--- src/rtl/temp_monitor.sv ---
// Temperature statistics and display block: current/min/max/moving average, stale watchdog, C/F display.
// Optional over-temperature hysteresis FSM enabled by defining TEMP_ALARM_EN.
module temp_monitor #(
  parameter int DATA_W      = 8,
  parameter int AVG_LOG2    = 3,
  parameter int TIMEOUT_CYC = 200000,
  parameter int ALARM_HI    = 30,
  parameter int ALARM_HYST  = 2
) (
  input  logic              clk_200kHz,
  input  logic              rst_n,
  input  logic [DATA_W-1:0] sample_data,
  input  logic              sample_valid,
  input  logic              clr_minmax,
  input  logic [1:0]        mode,
  input  logic              fahr,
  output logic [DATA_W-1:0] led,
  output logic              avg_valid,
  output logic              stale,
  output logic              alarm
);

  localparam int DEPTH  = 1 << AVG_LOG2;
  localparam int SUM_W  = DATA_W + AVG_LOG2;
  localparam int FILL_W = AVG_LOG2 + 1;
  localparam int CNT_W  = $clog2(TIMEOUT_CYC + 1);
  localparam int FW     = DATA_W + 4;

  logic [DATA_W-1:0] cur, min_v, max_v;
  logic [SUM_W-1:0]  sum;
  logic [DATA_W-1:0] buf_mem [DEPTH];
  logic [AVG_LOG2-1:0] wp;
  logic [FILL_W-1:0] fill;
  logic [CNT_W-1:0]  idle_cnt;
  logic              first;
  logic              full;
  logic [DATA_W-1:0] oldest, avg, sel;

  function automatic logic [DATA_W-1:0] to_fahr(input logic [DATA_W-1:0] c);
    logic [FW-1:0] f;
    f = (FW'(c) * FW'(9)) / FW'(5) + FW'(32);
    if (f > FW'({DATA_W{1'b1}}))
      return {DATA_W{1'b1}};
    return f[DATA_W-1:0];
  endfunction

  assign full      = (fill == FILL_W'(DEPTH));
  assign avg_valid = full;
  assign oldest    = full ? buf_mem[wp] : '0;
  assign avg       = DATA_W'(sum >> AVG_LOG2);
  assign stale     = (idle_cnt == CNT_W'(TIMEOUT_CYC));

  // Window storage is data only; the fill count masks stale entries after reset.
  always_ff @(posedge clk_200kHz)
    if (sample_valid) buf_mem[wp] <= sample_data;

  always_ff @(posedge clk_200kHz or negedge rst_n) begin
    if (!rst_n) begin
      cur      <= '0;
      min_v    <= '1;
      max_v    <= '0;
      sum      <= '0;
      wp       <= '0;
      fill     <= '0;
      idle_cnt <= '0;
      first    <= 1'b1;
    end else begin
      if (sample_valid) begin
        cur <= sample_data;
        sum <= sum + SUM_W'(sample_data) - SUM_W'(oldest);
        wp  <= wp + 1'b1;
        if (!full) fill <= fill + 1'b1;
        idle_cnt <= '0;
        if (first || clr_minmax) begin
          min_v <= sample_data;
          max_v <= sample_data;
          first <= 1'b0;
        end else begin
          if (sample_data < min_v) min_v <= sample_data;
          if (sample_data > max_v) max_v <= sample_data;
        end
      end else begin
        if (!stale) idle_cnt <= idle_cnt + 1'b1;
        if (clr_minmax) begin
          min_v <= '1;
          max_v <= '0;
          first <= 1'b1;
        end
      end
    end
  end

  // Min/max show 0 until a sample arrives, hiding the reset sentinel.
  always_comb begin
    sel = '0;
    unique case (mode)
      2'd0: sel = cur;
      2'd1: sel = first ? '0 : min_v;
      2'd2: sel = first ? '0 : max_v;
      2'd3: sel = avg_valid ? avg : '0;
      default: sel = '0;
    endcase
  end

  always_ff @(posedge clk_200kHz or negedge rst_n) begin
    if (!rst_n) led <= '0;
    else        led <= fahr ? to_fahr(sel) : sel;
  end

`ifdef TEMP_ALARM_EN
  typedef enum logic {ST_NORMAL, ST_ALARM} state_t;
  state_t state;

  always_ff @(posedge clk_200kHz or negedge rst_n) begin
    if (!rst_n) begin
      state <= ST_NORMAL;
      alarm <= 1'b0;
    end else if (stale) begin
      state <= ST_NORMAL;
      alarm <= 1'b0;
    end else if (sample_valid) begin
      unique case (state)
        ST_NORMAL:
          if (sample_data >= DATA_W'(ALARM_HI)) begin
            state <= ST_ALARM;
            alarm <= 1'b1;
          end
        ST_ALARM:
          if (sample_data <= DATA_W'(ALARM_HI - ALARM_HYST)) begin
            state <= ST_NORMAL;
            alarm <= 1'b0;
          end
        default: begin
          state <= ST_NORMAL;
          alarm <= 1'b0;
        end
      endcase
    end
  end
`else
  localparam int unused_alarm_cfg = ALARM_HI + ALARM_HYST;
  assign alarm = 1'b0;
`endif

endmodule

--- config.mk ---
export PLATFORM = sky130hd
export DESIGN_NAME = temp_monitor
export DESIGN_NICKNAME = d
export VERILOG_FILES = /design/src/rtl/temp_monitor.sv
export SDC_FILE = /design/constraint.sdc
export NUM_CORES = 1
export LEC_CHECK = 0
export CAP_MARGIN = 25
export CORE_AREA = 2 2 194 148
export DETAILED_ROUTE_END_ITERATION = 8
export DIE_AREA = 0 0 196 150
export GPL_ROUTABILITY_DRIVEN = 0
export PLACE_DENSITY = 0.48
export RECOVER_POWER = 50
export SLEW_MARGIN = 30
export SYNTH_ARGS = -nofsm -noshare
export SYNTH_HDL_FRONTEND = slang
export SYNTH_SLANG_ARGS = --single-unit
--- constraint.sdc ---
create_clock -name clk_200kHz -period 15.05 [get_ports clk_200kHz]
set_input_delay 3.7625 -clock clk_200kHz [delete_from_list [all_inputs] [get_ports clk_200kHz]]
set_output_delay 3.7625 -clock clk_200kHz [all_outputs]
set_load 0.05 [all_outputs]
### Word-level counts from Yosys, hierarchy flattened

Memories as Yosys holds them, arrays and structs flattened.
Cells that the tools add are included.

| storage, ports and cells | value |
|---|---|
| flip-flop bits (word level) | 69 |
| output and inout bits | 11 |
| memories | 1 |
| input port bits | 15 |
| RAM bits | 64 |
| logic and storage cells | 62 |

| operators by class | value |
|---|---|
| bitwise gates (word level) | 1 |
| div/mod/pow operators | 1 |
| reductions and logical operators | 7 |
| equality and inequality tests | 9 |
| muxes and demuxes | 24 |
| multipliers | 1 |
| magnitude comparators | 3 |
| add/sub/neg operators | 6 |

Memory list:

| memory | depth | width | read ports | clocked after Yosys merged registers in | wr ports | line | RTL |
|---|---|---|---|---|---|---|---|
| buf_mem | 8 | 8 | 1 | 0 | 1 | 31 | `logic [DATA_W-1:0] buf_mem [DEPTH];` |

Operators with widths:

| kind | count |
|---|---|
| $mux 8 | 15 |
| $mux 18 | 2 |
| $pmux 8 s4 | 1 |
| $add 18x1->18 const B | 1 |
| $eq 18x18->1 const B | 1 |
| $add 12x6->12 const B | 1 |
| $div 12x3->12 const B | 1 |
| $gt 12x8->1 const B | 1 |
| $mul 8x4->12 const B | 1 |
| $add 11x8->11 | 1 |
| $sub 11x8->11 | 1 |
| $gt 8x8->1 | 1 |
| $lt 8x8->1 | 1 |
| $reduce_and 2->1 | 4 |
| $mux 1 | 6 |
| $ne 3x1->1 const B | 2 |
| $add 4x1->4 const B | 1 |
| $eq 2x2->1 const B | 2 |
| $eq 4x4->1 const B | 1 |
| $add 3x1->3 const B | 1 |
| $eq 2x1->1 const B | 1 |
| $logic_not 2->1 | 1 |
| $ne 2x1->1 const B | 1 |
| $ne 2x2->1 const B | 1 |
| other kinds (3) | 3 |

### Depth between registers and ports, before layout

| depth | value |
|---|---|
| depth in word-level cells | 10 |
| depth in mapped cells | 31 |
| depth with buffers taken out | 29 |

### Least setup slack after synthesis

Ideal clock, no wire load.

| timing | value |
|---|---|
| path type | input-to-reg |
| start point | input port mode[1] |
| end point | register led[0] |
| stages | 25 |
| data arrival time | 9.024 ns |
| path buffers | 4 |
| slack | 5.897 ns |
| setup time | 0.130 ns |
| required time | 14.920 ns |
| cell sequence | buf_6 -> nor2_2 -> a22oi_1 -> o21bai_1 -> nand2_1 -> clkbuf_1 -> ha_1 -> inv_1 -> fa_1 -> nand2b_1 -> a21oi_1 -> xnor2_1 -> a211oi_1 -> mux2i_1 -> clkbuf_1 -> a21oi_1 -> a22o_1 -> o311a_1 -> or2_1 -> a311o_1 -> buf_4 -> mux2i_1 -> a221o_1 -> a21oi_1 -> o22ai_2 |

| between the ends | value |
|---|---|
| cells in the longest elaborated chain, start to end | 9 |
| elaborated cells on any way between the ends | 12 |
| those cells by class | add/sub: 1; mul: 1; div: 1; order compare: 1; eq/ne: 3; mux: 4; reduce/logical: 1 |

Ends and longest elaborated chain:

| element | line | RTL |
|---|---|---|
| start, declared | 15 | `input logic [1:0] mode,` |
| $eq 2x2->1, or another cell as far along | 96 | `unique case (mode)` |
| $pmux 8 s4 (*) | 96 |  |
| $mul 8x4->12 | 41 | `f = (FW'(c) * FW'(9)) / FW'(5) + FW'(32);` |
| $div 12x3->12 | 41 |  |
| $add 12x6->12 | 41 |  |
| $gt 12x8->1 | 42 | `if (f > FW'({DATA_W{1'b1}}))` |
| $mux 1 | 42 |  |
| $mux 8 | 44 | `return f[DATA_W-1:0];` |
| $mux 8 (*) | 107 | `else led <= fahr ? to_fahr(sel) : sel;` |
| end signal, assigned | 107 |  |
| end, declared | 17 | `output logic [DATA_W-1:0] led,` |

Mark *: on every way between the ends. The rest lies on a longest branch, timed or not.
A chain may end at the register's enable or synchronous reset.

### Worst setup path in the final report

Ends and elaborated chain as after synthesis.

==> metrics.md <==
| Metric | Value |
|---|---|
| Post-Layout Inst Area | `9300 µm²` |
| Die area | `29400 µm²` |
| Crit path required time | `15350 ps` |
| Largest net degree at the start of global routing | `70` |
| Yosys cell types | `76` |
| YS warnings | `0` |
| # rows | `53` |
| WL/cell | `16.9 µm` |
| Synth Cell Area | `8150 µm²` |
| Placed cell count | `1140` |
| CP arrival | `11040 ps` |
| Sequential share of the synthesized area | `44.9%` |
| Setup TNS | `0 ps` |
| Total GRT Usage | `14.1%` |
| Power Dens Cells | `190 nW/µm²` |
| WL final | `19800 µm` |
| TritonCTS buffer count | `17` |
| Net count after synthesis | `854` |
| I/O pins | `26` |
| Area delta synth->final | `14.1%` |
| Hold Buf Count CTS | `0` |
| HPWL after detailed placement | `13500 µm` |
| Core Util, Final | `33.7%` |
| Core region area | `27600 µm²` |
| Setup violators final | `0` |
| Min-delay src | `fill[3]$_DFFE_PN0P_` |
| First-pass DRT Iterations | `5` |
| Vias after detailed routing | `5891` |
| Post-CTS setup repair buffer count | `0` |
| Reg2reg start | `first$_DFFE_PN1P_` |
| Avg Synthesized Cell Area | `10.3 µm²` |
| Initial antenna violation count | `1` |
| Fraction of registers with async set/reset | `51.9%` |
| RSZ-0062 raised after global routing | `no` |
| DP Worst Slack | `4100 ps` |
| Worst skew pair latency | `430 ps` |
| GR Util met3 | `2.37%` |
| Met1 Usage GRT | `22.3%` |
| Die Y | `150 µm` |
| Antenna Nets Post-Route | `0` |
| GRT busiest layer | `met1` |
| Register-to-register setup slack | `7970 ps` |
| CP endpoint kind | `register` |
| Hold depth | `1` |
| Post-Layout Cell Count | `1173` |
| Share of layout cells above drive strength 1 | `11.0%` |
| CTS tree | `done` |
| Max-Cap Viols | `2` |
| Peak supply drop | `0.0000834 V` |
| Cts repair resizes | `0` |
| Placed inst area | `8720 µm²` |
| Routed vias/inst | `5.02` |
| Tcrit/Tclk final | `71.3%` |
| Slew at the pin closest to its max-slew limit | `3850 ps` |
| CTS max path bufs | `2` |
| Die width | `196 µm` |
| H-tree depth | `4` |
| First-pass GRT wire length | `32000 µm` |
| Global route overflow | `0` |
| Initial Utilization | `29.6%` |
| Crit path max fanout | `18` |
| Cells after synthesis | `789` |
| Final Hold Violating Endpoints | `0` |
| Worst slew margin | `-157%` |
| Worst setup SP type | `input pin` |
| R2R Path End | `led[0]$_DFF_PN0_` |
| Vias in the first global route | `5581` |
| Status | `finished with violations` |
| Tightest Hold Check Type | `reg2reg` |
| Clock slew at the register clock pins of the worst setup and hold paths | `60 ps` |
| Count of state elements after synthesis | `133` |
| DR DRC count | `0` |
| Clock Skew | `11.2 ps` |
| Port-buffer cells | `24` |
| Pins over their slew limit | `130` |
| Primary FF master, synth | `edfxtp_1` |
| Final WS setup | `4310 ps` |
| Failing checks | `capacitance limit, slew limit` |
| Nets | `867` |
| Leak | `0.00373 µW` |
| CTS Sinks | `133` |
| Root buf cell | `clkbuf_16` |
| Iter 0 DRT Violations | `555` |
| M2 GR Usage | `19.6%` |
| Crit path kind | `in2reg` |
| F_max | `93.1 MHz` |
| Post-synth EDFFs | `64` |
| Period minus WS final | `10740 ps` |
| R2R cell count | `22` |
| WHS Endpoint | `fill[3]$_DFFE_PN0P_` |
[synth_stat cells (all sizes together) (6+ instances only)]
library cell | instances | share of area (%)
o22a | 9 | 0.97
or2 | 6 | 0.46
clkbuf | 19 | 0.87
nor2 | 84 | 4.0
a21oi | 43 | 2.6
a22o | 9 | 0.97
buf | 18 | 1.3
mux4 | 16 | 4.4
nand3 | 25 | 1.5
fa | 9 | 2.2
mux2 | 12 | 1.7
a211oi | 6 | 0.55
dfrtp | 60 | 18
inv | 72 | 3.3
nand2 | 60 | 2.8
a21o | 7 | 0.64
o21ai | 34 | 2.1
nand4 | 8 | 0.61
o21bai | 7 | 0.64
edfxtp | 64 | 24
xor2 | 16 | 1.7
nor3 | 18 | 1.1
mux2i | 14 | 1.7
nand2b | 10 | 0.77
dfstp | 9 | 2.9
o31ai | 7 | 0.71
xnor2 | 17 | 1.8
ha | 41 | 6.3
[stage by stage]
stage / hold slack, ps / total power, µW
after floorplan: 460 / 1170
after global placement: 491 / 1360
after detailed placement: 491 / 1350
after CTS: 501 / 1780
after global routing: 525 / 1910
final: 500 / 1770
[worst max-delay path by stage]
| stage | start | depth (start not counted) | slack [ps] | end |
|---|---|---|---|---|
| floorplan | mode[1] | 25 | 5900 | led[0]$_DFF_PN0_ |
| global placement | mode[1] | 23 | 4250 | led[0]$_DFF_PN0_ |
| detailed placement | mode[1] | 23 | 4100 | led[0]$_DFF_PN0_ |
| CTS | mode[1] | 23 | 4520 | led[0]$_DFF_PN0_ |
| global route | mode[1] | 23 | 3720 | led[0]$_DFF_PN0_ |
| finish | mode[1] | 23 | 4310 | led[0]$_DFF_PN0_ |
[registers in the layout, indices dropped and copies added (netlist names)]
signal,count
idle_cnt,18
led,8
fill,4
sum,11
first,1
min_v,8
cur,8
max_v,8
wp,3
buf_mem,64
[layout make-up]
type                    count  area (µm²)
diodes                      1        2.50
clock buffers              17         425
clock inverters            15         164
fillers                  2798       18300
inverters                  72         270
multi-input cells         547        4070
flip-flops and latches    133        3660
well taps                 357         447
repair buffers             31         263
[critical path: stages]
cell and delay [ps]:
clkdlybuf4s50_1 860, nor2_2 230, a22oi_1 300, o21bai_1 220, nand2_1 390, ha_1 450
inv_1 60, fa_1 480, nand2b_1 210, a21oi_1 380, xnor2_1 250, a211oi_1 120
mux2i_1 720, a21oi_1 150, a22o_1 210, o311a_1 320, or2_1 400, nor3_1 270
a311o_1 430, mux2i_1 130, a221o_1 370, a21oi_1 190, o22ai_2 110
[cell usage in the layout (no fill, tap or decap), types with 10 or more instances in the layout]
cell type,netlist,layout
clkdlybuf4s50_1,0,16
xor2_1,16,16
a21oi_1,43,43
nand2_1,60,60
o21ai_0,30,30
dfrtp_1,60,60
clkbuf_16,0,17
ha_1,41,41
xnor2_1,17,17
mux4_2,16,16
nor3_1,18,16
nand3_1,25,25
mux2i_1,14,14
mux2_2,12,12
nor2_1,80,79
inv_1,71,71
nand2b_1,10,10
edfxtp_1,64,64
[kinds of logic (layout without fill, tap and decap cells)]
family | count (synthesis) | after routing | share of synthesized area [%]
AND/OR/NAND/NOR | 243 | 243 | 14.0
buffers and inverters | 109 | 135 | 5.45
flip-flops | 133 | 133 | 44.9
XOR/XNOR | 33 | 33 | 3.54
adder cells (fa/ha/maj) | 50 | 50 | 8.50
other | 1 | 2 | 0.0460
multiplexers | 42 | 42 | 7.80
AO/OA/AOI/OAI | 178 | 178 | 15.8
[routing by layer]
metal,share of wire [%],vias up
met2,41,114
met3,3.8,19
li1,-,2891
met4,0.99,0
met5,0,-
met1,55,2867
[report_power, final]
part	internal, µW	switching, µW
clock	236	183
sequential	456	54.1
combinational	343	496
total	1030	733
Power figures use the tool's default switching activity.
